## config.mk

```make
export PLATFORM = sky130hd
export DESIGN_NAME = async_fifo_wr_arbiter
export DESIGN_NICKNAME = d
export VERILOG_FILES = /design/src/rtl/async_fifo_arb_pkg.sv /design/src/rtl/async_fifo_rr_picker.sv /design/src/rtl/async_fifo_wr_arbiter.sv
export SDC_FILE = /design/constraint.sdc
export NUM_CORES = 1
export LEC_CHECK = 0
export CAP_MARGIN = 20
export CORE_MARGIN = 2
export CORE_UTILIZATION = 40
export CTS_BUF_LIST = sky130_fd_sc_hd__clkbuf_8
export DETAILED_ROUTE_END_ITERATION = 8
export GPL_ROUTABILITY_DRIVEN = 0
export PLACE_DENSITY_LB_ADDON = 0.3
export SYNTH_ARGS = -nofsm -noshare
export SYNTH_HDL_FRONTEND = slang
export SYNTH_SLANG_ARGS = --single-unit
```

## constraint.sdc

```tcl
create_clock -name wclk -period 3.1 [get_ports wclk]
set_clock_uncertainty 0.2 [all_clocks]
set_input_delay 0.62 -clock wclk [delete_from_list [all_inputs] [get_ports wclk]]
set_output_delay 0.62 -clock wclk [all_outputs]
set_load 0.02 [all_outputs]
```

## src/rtl/async_fifo_arb_pkg.sv

```systemverilog
// ---------------------------------------------------------------------------
// async_fifo_arb_pkg
// Shared types and width helpers for the async FIFO write-port arbiter.
//   arb_state_e      : arbiter FSM state (IDLE = arbitrate, BURST = owner writes)
//   idx_width()      : bits needed for a requester index
//   burst_cnt_width(): bits needed to count 0..MAX_BURST writes
// ---------------------------------------------------------------------------
package async_fifo_arb_pkg;

  typedef enum logic {
    IDLE  = 1'b0,
    BURST = 1'b1
  } arb_state_e;

  function automatic int idx_width(input int n);
    return (n > 1) ? $clog2(n) : 1;
  endfunction

  function automatic int burst_cnt_width(input int max_burst);
    return (max_burst > 0) ? $clog2(max_burst + 1) : 1;
  endfunction

endpackage

```

## src/rtl/async_fifo_rr_picker.sv

```systemverilog
// ---------------------------------------------------------------------------
// async_fifo_rr_picker
// Combinational round-robin pick: first set bit of req_valid_i searching
// upward from rr_ptr_i and wrapping after NUM_REQ-1.
// Ports:
//   req_valid_i  in  NUM_REQ  pending requests
//   rr_ptr_i     in  IDX_W    search start index (always < NUM_REQ)
//   found_o      out 1        at least one request pending
//   idx_o        out IDX_W    selected requester index
// ---------------------------------------------------------------------------
module async_fifo_rr_picker
  import async_fifo_arb_pkg::*;
#(
  parameter int NUM_REQ = 4,
  parameter int IDX_W   = idx_width(NUM_REQ)
) (
  input  logic [NUM_REQ-1:0] req_valid_i,
  input  logic [IDX_W-1:0]   rr_ptr_i,
  output logic               found_o,
  output logic [IDX_W-1:0]   idx_o
);

  localparam logic [IDX_W:0] NREQ = (IDX_W+1)'(NUM_REQ);

  logic [2*NUM_REQ-1:0] dbl;
  logic [NUM_REQ-1:0]   rot;
  logic [IDX_W-1:0]     ofs;
  logic [IDX_W:0]       sum;

  // Rotating the doubled vector right by rr_ptr puts rr_ptr at bit 0.
  assign dbl = {req_valid_i, req_valid_i} >> rr_ptr_i;
  assign rot = dbl[NUM_REQ-1:0];

  // Downward scan so the lowest set offset wins.
  always_comb begin
    ofs = '0;
    for (int j = NUM_REQ - 1; j >= 0; j--) begin
      if (rot[j]) ofs = IDX_W'(j);
    end
  end

  // Map the offset back to an absolute index; NUM_REQ need not be a power of two.
  always_comb begin
    sum = {1'b0, rr_ptr_i} + {1'b0, ofs};
    if (sum >= NREQ) sum = sum - NREQ;
  end

  assign found_o = |req_valid_i;
  assign idx_o   = sum[IDX_W-1:0];

endmodule

```

## src/rtl/async_fifo_wr_arbiter.sv

```systemverilog
// ---------------------------------------------------------------------------
// async_fifo_wr_arbiter
// Round-robin arbiter sharing an async FIFO write port among NUM_REQ
// producers in the wclk domain. An owner keeps the port for up to MAX_BURST
// writes; no write is ever issued while fifo_wfull is high.
// Optional build macro: ASYNC_FIFO_ARB_STATS_EN adds saturating per-requester
// write counters (wr_count) and a full-stall cycle counter (stall_cnt).
// Ports:
//   wclk, wrst         clock, async active-high reset
//   req_valid/req_data producer words, requester i at [i*DATA_WIDTH +: DATA_WIDTH]
//   req_ready          one-hot accept to the current owner
//   fifo_wfull         FIFO full flag
//   fifo_winc/wdata    FIFO write strobe and data
//   grant_valid/id     burst owner active / owner index
//   wr_count/stall_cnt statistics (stats build only)
//
//   state | meaning
//   IDLE  | arbitration bubble, pick next owner from rr_ptr
//   BURST | owner writes while FIFO not full
// ---------------------------------------------------------------------------
module async_fifo_wr_arbiter
  import async_fifo_arb_pkg::*;
#(
  parameter int NUM_REQ    = 4,
  parameter int DATA_WIDTH = 8,
  parameter int MAX_BURST  = 4
`ifdef ASYNC_FIFO_ARB_STATS_EN
  ,
  parameter int CNT_WIDTH  = 16
`endif
) (
  input  logic                          wclk,
  input  logic                          wrst,
  input  logic [NUM_REQ-1:0]            req_valid,
  input  logic [NUM_REQ*DATA_WIDTH-1:0] req_data,
  output logic [NUM_REQ-1:0]            req_ready,
  input  logic                          fifo_wfull,
  output logic                          fifo_winc,
  output logic [DATA_WIDTH-1:0]         fifo_wdata,
  output logic                          grant_valid,
  output logic [idx_width(NUM_REQ)-1:0] grant_id
`ifdef ASYNC_FIFO_ARB_STATS_EN
  ,
  output logic [NUM_REQ*CNT_WIDTH-1:0]  wr_count,
  output logic [CNT_WIDTH-1:0]          stall_cnt
`endif
);

  localparam int IDX_W = idx_width(NUM_REQ);
  localparam int BCW   = burst_cnt_width(MAX_BURST);
  localparam logic [BCW-1:0]   LAST_CNT = BCW'(MAX_BURST - 1);
  localparam logic [IDX_W-1:0] LAST_IDX = IDX_W'(NUM_REQ - 1);

  arb_state_e            state_q;
  logic [IDX_W-1:0]      rr_ptr_q, rr_ptr_d;
  logic [IDX_W-1:0]      owner_q;
  logic [BCW-1:0]        burst_cnt_q, burst_cnt_d;
  logic [DATA_WIDTH-1:0] wdata_q;

  logic [DATA_WIDTH-1:0] data_a [NUM_REQ];
  logic [DATA_WIDTH-1:0] owner_data;
  logic                  pick_found;
  logic [IDX_W-1:0]      pick_idx;
  logic                  release_c;

  for (genvar g = 0; g < NUM_REQ; g++) begin : g_unpack
    assign data_a[g] = req_data[g*DATA_WIDTH +: DATA_WIDTH];
  end

  async_fifo_rr_picker #(
    .NUM_REQ (NUM_REQ),
    .IDX_W   (IDX_W)
  ) u_picker (
    .req_valid_i (req_valid),
    .rr_ptr_i    (rr_ptr_q),
    .found_o     (pick_found),
    .idx_o       (pick_idx)
  );

  // Ready depends on wfull combinationally so a full FIFO blocks the write in the same cycle.
  always_comb begin
    req_ready = '0;
    if (state_q == BURST && !fifo_wfull) req_ready[owner_q] = 1'b1;
  end

  assign owner_data  = data_a[owner_q];
  assign fifo_winc   = req_valid[owner_q] & req_ready[owner_q];
  assign fifo_wdata  = fifo_winc ? owner_data : wdata_q;
  assign grant_valid = (state_q == BURST);
  assign grant_id    = owner_q;

  assign burst_cnt_d = burst_cnt_q + BCW'(1);
  assign rr_ptr_d    = (owner_q == LAST_IDX) ? '0 : owner_q + IDX_W'(1);

  // While full nothing moves: no write, no count, no release.
  assign release_c = (state_q == BURST) && !fifo_wfull &&
                     (!req_valid[owner_q] || (fifo_winc && burst_cnt_q == LAST_CNT));

  always_ff @(posedge wclk or posedge wrst) begin
    if (wrst) begin
      state_q     <= IDLE;
      rr_ptr_q    <= '0;
      owner_q     <= '0;
      burst_cnt_q <= '0;
      wdata_q     <= '0;
    end else begin
      case (state_q)
        IDLE: begin
          if (pick_found) begin
            owner_q     <= pick_idx;
            burst_cnt_q <= '0;
            state_q     <= BURST;
          end
        end
        BURST: begin
          if (fifo_winc) begin
            wdata_q     <= owner_data;
            burst_cnt_q <= burst_cnt_d;
          end
          if (release_c) begin
            state_q  <= IDLE;
            rr_ptr_q <= rr_ptr_d;
          end
        end
        default: state_q <= IDLE;
      endcase
    end
  end

`ifdef ASYNC_FIFO_ARB_STATS_EN
  logic [NUM_REQ-1:0]   accept;
  logic [CNT_WIDTH-1:0] stall_q;

  assign accept = req_valid & req_ready;

  for (genvar g = 0; g < NUM_REQ; g++) begin : g_wr_cnt
    logic [CNT_WIDTH-1:0] cnt_q;
    always_ff @(posedge wclk or posedge wrst) begin
      if (wrst) cnt_q <= '0;
      else if (accept[g] && cnt_q != '1) cnt_q <= cnt_q + CNT_WIDTH'(1);
    end
    assign wr_count[g*CNT_WIDTH +: CNT_WIDTH] = cnt_q;
  end

  always_ff @(posedge wclk or posedge wrst) begin
    if (wrst) stall_q <= '0;
    else if (state_q == BURST && fifo_wfull && stall_q != '1) stall_q <= stall_q + CNT_WIDTH'(1);
  end
  assign stall_cnt = stall_q;
`endif

endmodule

```

==> results of run 1 <==
==> cells by family after synthesis <==
logic type	synth area share
buffers and inverters	0.0519
xor gates and xnor gates	0.00648
muxes	0.374
adders and majority gates	0.0648
AOI/OAI and AO/OA	0.0713
DFF	0.296
and+or+nand+nor	0.135
==> sequential cells by signal (all words and copies together), names as in the netlist <==
name,cells
rr_ptr_q,2
grant_valid,1
grant_id,2
burst_cnt_q,3
wdata_q,8
==> cell usage in the layout, fill, tap and decap left out, drive strengths merged, types with 2 or more instances in the layout <==
cell / netlist / routed
nand2: 5 / 5
clkdlybuf4s50: 0 / 41
clkbuf: 2 / 4
nor2: 3 / 3
dlygate4sd2: 0 / 5
buf: 5 / 31
nand3: 4 / 5
o21ai: 6 / 6
ha: 7 / 7
nor3b: 2 / 2
mux2: 19 / 19
mux4: 10 / 10
a21oi: 2 / 2
and2: 4 / 4
inv: 6 / 7
nor2b: 2 / 2
dfrtp: 16 / 16
==> per-layer routing <==
metal | GRT usage | up-vias
li1 | - | 560
met1 | 0.222 | 559
met2 | 0.352 | 39
met3 | 0.0507 | 2
met4 | 0.0417 | 0
met5 | 0 | -
==> metrics by stage <==
step	area [um2]	setup slack (ns)	hold slack, ns	setup TNS [ns]
after floorplan	1350	0.0767	0.253	0
after global placement	2040	-0.373	0.269	-3.23
after detailed placement	2040	-0.404	0.285	-3.52
after CTS	2150	0.0185	0.294	0
after global routing	2160	-0.00483	0.321	-0.00640
final	2160	0.0837	0.306	0
==> cell type report <==
type                       count  area (um2)  area share
clock buffer                   3        41.3      0.0191
clock inverter                 1        3.75     0.00174
inverter                       6        22.5      0.0104
multi-input combinational     81         913       0.423
sequential                    16         403       0.187
tap                           46        57.6      0.0267
timing repair buffer          78         718       0.333
==> worst reg2reg max path, stage by stage (launching register included) <==
cell and delay, ns:
dfrtp_2 0.44, ha_1 0.22, mux4_2 0.56, buf_4 0.18, a21boi_2 0.21, nor2b_4 0.07, mux2_4 0.30
==> power by group through the flow <==
stage | Sequential [mW] | Clock [mW] | Combinational, mW
6_report | 0.401 | 0.159 | 1.29
5_1_grt | 0.420 | 0.176 | 1.39
2_1_floorplan | 0.383 | 0 | 0.801
4_1_cts | 0.397 | 0.164 | 1.30
3_3_place_gp | 0.391 | 0 | 1.22
3_5_place_dp | 0.399 | 0 | 1.24
==> worst min path at each step <==
stage                                 to  slack [ns]  depth (start not counted)
after floorplan           burst_cnt_q[0]        0.25                          1
after global placement    burst_cnt_q[0]        0.27                          1
after detailed placement  burst_cnt_q[0]        0.29                          1
after CTS                 burst_cnt_q[0]        0.29                          1
after global routing      burst_cnt_q[0]        0.32                          1
final                     burst_cnt_q[0]        0.31                          1
==> repair_timing <==
action,CTS,global route
endpoints found under the hold margin,0,0
setup endpoints to repair,9,6
pin swaps,2,1
setup buffers,5,1
gates resized for setup,49,6
gates cloned,1,0
==> results.yml, run 1 <==
clock_network:
  clkTransAtPathRegs_ns: 0.06
  cts-root-buf: "clkbuf_8"
  cts_buffers: 3
  cts.path.max_buffers: 2
  cts.sinks: 16
  htreeDepth: 1
  clock_latency_ns: 0.25
  cts-hold-fix-buffers: 0
  cts_tree: "yes"
floorplan:
  core-area_mm2: 0.00328
  fp-row-count: 21
  io_pins: 55
  initial_core_util: 0.411
  die_w_um: 62.1
  fp.dieH_um: 62.1
  die_area_mm2: 0.00386
logic_synthesis:
  synth_edf_count: 0
  yosysMostFrequentCell: "dfrtp_1"
  postSynthCellCount: 109
  syn_avg_cell_area_um2: 12.4
  netlist_area_mm2: 0.00135
  syn_nets: 155
  yosysWarnings: 0
  synthFlopType: "dfrtp_1"
  synth.top_cells.by_count: "16 x dfrtp_1, 15 x mux2_4, 10 x mux4_2"
  netlist.area_leader.share: 0.296
  ys_ff_latch: 16
  seq_area_frac_synth: 0.296
  yosys.cell_types.count: 39
  synth_area_leader_cell: "dfrtp_1"
  yosys-top-cells-area: "dfrtp_1 30%, mux2_4 17%, mux4_2 17%"
  ys_async_sr_fraction: 1.00
layout:
  final_cells: 231
  layout-drive-gt1-share: 0.416
  fillers: 266
  nets: 232
  syn_to_final_growth_pct: 59.8
  post-route-util: 0.658
  num_antenna_cells: 0
timing:
  maxSlewViolCount: 0
  slew_headroom: 0.594
  setup_violations: 0
  fin_crit_ns: 3.02
  max_freq_mhz: 332
  period_share: 0.973
  hold_viol: 0
  worst_pin_slew_ns: 0.609
route:
  drc: 0
  via_per_inst: 5.02
  postRouteAntennaNets: 0
  route.met2.wl_mm: 1.88
  first_pass_iters: 4
  wirelength_met1_mm: 1.42
  vias: 1160
  highest_layer: "met4"
  wl_per_cell_um: 15.1
  dr_wl_met3_um: 171
  first_iter_violations: 23
  routed_wl_mm: 3.49
pwr:
  peakVddDrop_mv: 0.494
  p_clk_frac: 0.086
  pwr-share-seq: 0.217
  netSwitchingPower_uw: 707
  p_int_mw: 1.14
  power_frac_comb: 0.697
  p_total_mw: 1.85
  power_density_mw_per_mm2: 857
  leakage_nw: 0.972
  sw_frac_of_total: 0.382
critical_path:
  critPathCaptureType: "output pin"
  worstPathMaxFanout: 5
  cp_data_required_time_ns: 2.28
  cp_num_buf_inv: 3
  r2r-end: "rr_ptr_q[0]"
  cp.depth: 5
  r2r_cells: 6
  path_common_cell: "clkdlybuf4s50_1"
  max_stage_delay_ns: 0.60
  crit_start: "fifo_wfull"
  reg2reg_slack_ns: 0.82
  reg2reg_from: "grant_id[0]"
  cp-endpoint: "req_ready[1]"
  cp_top_family: "buffers and inverters"
  cp-start-kind: "input port"
  worstPathArrival_ns: 2.20
  path_cells: "clkdlybuf4s50_1 -> nor2b_4 -> buf_4 -> and2_1 -> clkdlybuf4s50_1"
  slowest_stage: "clkdlybuf4s50_1"
  critPathKind: "input port to output pin"
hold_path:
  hold_path_class: "flop to flop"
  min-delay-start: "burst_cnt_q[0]"
grt:
  antenna_found_initial: 0
  overflow: 0
  grt_pass1_vias: 1175
  grt_pass1_wl_mm: 5.81
  groute.usage.overall: 0.191
  grt_start_max_net_pins: 17
placed_design:
  placed_cells: 220
  hpwl_mm: 2.71
  io_buffers: 54
job:
  max_cap_violations: 0
outcome:
  status: "complete, no violations"
No activity file was read; power rests on OpenSTA's default activity.
==> run 2, diff against run 1 <==
Settings changed: TNS_END_PERCENT set to 20.
==> run 2 against run 1 <==
Worst hold slack did not move. Count of clock-buffer cells in the layout stayed put. Final area up 0.29%. Wire length unchanged. Die area is the same. Core utilization is 0.19 points higher. Worst setup slack is essentially flat. Clock power is essentially flat. Critical path type unchanged.
==> results.yml, run 2 (synthesis gave the netlist of run 1 again) <==
outcome:
  status: "complete, no violations"
route:
  first_iter_violations: 23
  via_per_inst: 5.02
  wl_per_cell_um: 15.1
  drc: 0
  routed_wl_mm: 3.49
  first_pass_iters: 4
  postRouteAntennaNets: 0
  vias: 1160
layout:
  layout-drive-gt1-share: 0.416
  nets: 232
  top_register: "wdata_q"
  num_antenna_cells: 0
  final_cells: 231
  final_common_cell: "clkdlybuf4s50_1"
  largest_registers: "wdata_q x8, burst_cnt_q x3"
  layout_common_cells: "41 x clkdlybuf4s50_1, 23 x buf_4, 15 x mux2_4, 14 x dfrtp_1, 10 x mux4_2"
  largest_reg_flops: 8
  syn_to_final_growth_pct: 60.3
  fillers: 264
timing:
  maxSlewViolCount: 0
  timing.final.ws_setup_ns: 0.0837
  setup_violations: 0
  fin_crit_ns: 3.02
  hold_viol: 0
  max_freq_mhz: 332
  tns_ns: 0
  slew_headroom: 0.594
  whs_ns: 0.306
  worst_pin_slew_ns: 0.609
  period_share: 0.973
critical_path:
  cp_data_required_time_ns: 2.28
  worstPathArrival_ns: 2.20
  critPathKind: "input port to output pin"
  critPathCaptureType: "output pin"
  worstPathMaxFanout: 5
  cp-start-kind: "input port"
  r2r_cells: 6
floorplan:
  fp.dieH_um: 62.1
  io_pins: 55
  initial_core_util: 0.411
  fp-row-count: 21
  die_w_um: 62.1
  core-area_mm2: 0.00328
  die_area_mm2: 0.00386
grt:
  grt_pass1_wl_mm: 5.81
  grt_pass1_vias: 1175
  antenna_found_initial: 0
  groute.usage.overall: 0.191
  grt_start_max_net_pins: 17
  overflow: 0
placed_design:
  hpwl_mm: 2.71
  io_buffers: 54
  placed_cells: 220
  post-place-ws_ns: -0.404
pwr:
  peakVddDrop_mv: 0.494
  p_total_mw: 1.86
  power_density_mw_per_mm2: 857
  leakage_nw: 0.973
clock_network:
  cts.sinks: 16
  clkTransAtPathRegs_ns: 0.06
  cts.path.max_buffers: 2
  cts_tree: "yes"
  cts_buffers: 3
  htreeDepth: 1
  clock_latency_ns: 0.25
  cts-root-buf: "clkbuf_8"
job:
  max_cap_violations: 0
hold_path:
  hold_depth: 1
  hold_path_class: "flop to flop"
## run 2: worst paths after layout
check	from	endpoint	slack, ns
max	fifo_wfull	req_ready[1]	0.08
min	burst_cnt_q[0]	burst_cnt_q[0]	0.31
max reg2reg	grant_id[0]	rr_ptr_q[0]	0.82
min reg2reg	burst_cnt_q[0]	burst_cnt_q[0]	0.31
max in group asynchronous	wrst	grant_id[1]	1.73
min in group asynchronous	wrst	wdata_q[3]	0.54
## run 2: area by class of cell
cell class	count	area (um2)	share of cell area
Clock inverter	1	3.75	0.00173
Sequential cell	16	403	0.186
Timing Repair Buffer	78	724	0.334
Tap cell	46	57.6	0.0266
Multi-Input combinational cell	81	913	0.422
Clock buffer	3	41.3	0.0191
Inverter	6	22.5	0.0104
## run 2: metrics by stage
stage,cell area [um2],utilization
CTS,2150,0.655
global route,2170,0.659
floorplan,1350,-
global placement,2040,0.621
detailed placement,2040,0.621
finish,2170,0.659
## run 2: power breakdown
part	total (mW)	internal [mW]	switching (mW)	leakage, nW
combinational	1.30	0.759	0.538	0.751
sequential	0.401	0.303	0.0978	0.195
clock	0.159	0.0878	0.0711	0.0269
total	1.86	1.15	0.707	0.973
## run 2: metal layers
metal | part of all wire | GRT usage | wire length (um)
met2 | 0.54 | 0.352 | 1880
met4 | 0.0074 | 0.0417 | 26
met1 | 0.41 | 0.222 | 1420
met3 | 0.049 | 0.0507 | 171
met5 | 0 | 0 | 0
## run 2: worst max-delay path, stage by stage
cell	delay [ns]
clkdlybuf4s50_1	0.47
nor2b_4	0.22
buf_4	0.16
and2_1	0.12
clkdlybuf4s50_1	0.60
## run 2: repair_timing
action	in CTS	in global routing
hold buffers	0	0
setup buffers	5	1
hold endpoints to repair	0	0
cloned	1	0
setup endpoints to repair	9	6
resized for setup	50	5
pin swaps	2	1
==> run 3, diff against run 2 <==
Settings changed: REMOVE_ABC_BUFFERS set to 1.
==> run 3 against run 2 <==
Non-clock buffer count shrank 5. Sequential share of layout area up 0.26 points. Count of clock-buffer cells in the layout is 1 higher. Via count decreased by 0.78%. Maximum frequency barely moved. Wire length fell by 7.4%. Largest cell class unchanged. Highest routed layer unchanged.
==> results.yml, run 3 (synthesis gave the netlist of run 1 again) <==
outcome:
  status: "complete, no violations"
pwr:
  p_int_mw: 1.13
  p_clk_frac: 0.101
  leakage_nw: 0.993
  power_frac_comb: 0.676
  power_density_mw_per_mm2: 846
  peakVddDrop_mv: 0.478
  pwr-share-seq: 0.223
  netSwitchingPower_uw: 674
  sw_frac_of_total: 0.373
grt:
  grt_pass1_vias: 1160
  groute.usage.overall: 0.170
  overflow: 0
  grt_pass1_wl_mm: 5.21
  grt_start_max_net_pins: 17
  antenna_found_initial: 0
layout:
  largest_reg_flops: 8
  fillers: 262
  post-route-cell-area_mm2: 0.00214
  largest_registers: "wdata_q x8, burst_cnt_q x3"
  num_antenna_cells: 0
  layout-drive-gt1-share: 0.374
  top_register: "wdata_q"
  syn_to_final_growth_pct: 58.1
  layout_common_cells: "41 x clkdlybuf4s50_1, 15 x mux2_4, 15 x buf_4, 14 x dfrtp_1, 10 x mux4_2"
  post-route-util: 0.650
  nets: 226
  final_common_cell: "clkdlybuf4s50_1"
floorplan:
  die_w_um: 62.1
  core-area_mm2: 0.00328
  io_pins: 55
  fp.dieH_um: 62.1
  fp-row-count: 21
  die_area_mm2: 0.00386
  initial_core_util: 0.411
placed_design:
  io_buffers: 54
  placed_cell_area_mm2: 0.00201
  hpwl_mm: 2.43
critical_path:
  worstPathMaxFanout: 7
  cp_data_required_time_ns: 2.28
  max_stage_delay_ns: 0.51
  worstPathArrival_ns: 2.20
  critPathCaptureType: "output pin"
  cp-start-kind: "flop"
  critPathKind: "flop to output pin"
  slowest_stage: "mux4_2"
  path_cells: "inv_1 -> ha_1 -> mux4_2 -> nand3_4 -> buf_12 -> mux2_4 -> buf_2"
clock_network:
  cts_tree: "yes"
  clkTransAtPathRegs_ns: 0.06
  cts.sinks: 16
  htreeDepth: 1
  cts-root-buf: "clkbuf_8"
  clock_latency_ns: 0.25
  cts.path.max_buffers: 2
  cts_buffers: 3
route:
  first_iter_violations: 31
  vias: 1151
  first_pass_iters: 4
  drc: 0
  postRouteAntennaNets: 0
  routed_wl_mm: 3.23
  via_per_inst: 5.12
  wl_per_cell_um: 14.4
timing:
  max_freq_mhz: 332
  slew_headroom: 0.573
  worst_pin_slew_ns: 0.639
  whs_ns: 0.292
  rsz0062_at_grt: "no"
  fin_crit_ns: 3.02
  setup_violations: 0
  maxSlewViolCount: 0
  period_share: 0.973
  tns_ns: 0
  hold_viol: 0
hold_path:
  hold_path_class: "flop to flop"
job:
  max_cap_violations: 0
run 3: final cells by class:
| cell class | count | area (um2) | share of cell area |
|---|---|---|---|
| multi-input cells | 80 | 883 | 0.414 |
| flip-flops and latches | 16 | 403 | 0.189 |
| inverters | 6 | 22.5 | 0.0105 |
| well taps | 46 | 57.6 | 0.0269 |
| repair buffers | 73 | 714 | 0.335 |
| clock buffers | 4 | 55.1 | 0.0258 |
run 3: power by group through the flow:
| stage | Sequential [mW] | Clock [mW] | Combinational (mW) |
|---|---|---|---|
| after global placement | 0.392 | 0 | 1.17 |
| final | 0.403 | 0.182 | 1.22 |
| after detailed placement | 0.399 | 0 | 1.21 |
| after global routing | 0.417 | 0.199 | 1.31 |
| after floorplan | 0.439 | 0 | 0.714 |
| after CTS | 0.399 | 0.188 | 1.15 |
run 3: worst paths after layout:
path / startpoint / end / slack [ns] / cells past startpoint
worst max register to register: grant_id[0] / wdata_q[6] / 0.75 / 8
max in group asynchronous: wrst / grant_id[0] / 1.69 / 2
worst min-delay path: burst_cnt_q[0] / burst_cnt_q[0] / 0.29 / 1
worst max-delay path: grant_id[0] / fifo_wdata[5] / 0.08 / 7
min in group asynchronous: wrst / wdata_q[2] / 0.56 / 2
worst min register to register: burst_cnt_q[0] / burst_cnt_q[0] / 0.29 / 1
run 3: routing by layer:
layer  vias to the layer above  global-route usage  part of all wire
met3                         4              0.0580             0.059
met4                         0              0.0556             0.017
li1                        549                   -                 -
met1                       554               0.178              0.39
met5                         -                   0                 0
met2                        44               0.317              0.54
run 3: worst max-delay path, delay by kind of cell, from the launching register on:
family        cells  cell delay (ns)
mux               2             0.80
flops             1             0.42
simple gates      1             0.14
fa+ha+maj         1             0.21
buf+inv           3             0.37
run 3: repair_timing:
| action | 4_1_cts | 5_1_grt |
|---|---|---|
| cloned | 0 | 1 |
| setup buffers | 0 | 5 |
| hold buffers | 0 | 0 |
| setup endpoints to repair | 9 | 11 |
| resized for setup | 34 | 16 |
| pin swaps | 0 | 1 |
run 3: through the flow:
step	power, mW	cells	setup WS [ns]
2_1_floorplan	1.15	102	-0.0736
3_3_place_gp	1.57	215	-0.373
3_5_place_dp	1.60	215	-0.401
4_1_cts	1.73	219	-0.0196
5_1_grt	1.92	225	0.00626
6_report	1.81	225	0.0847
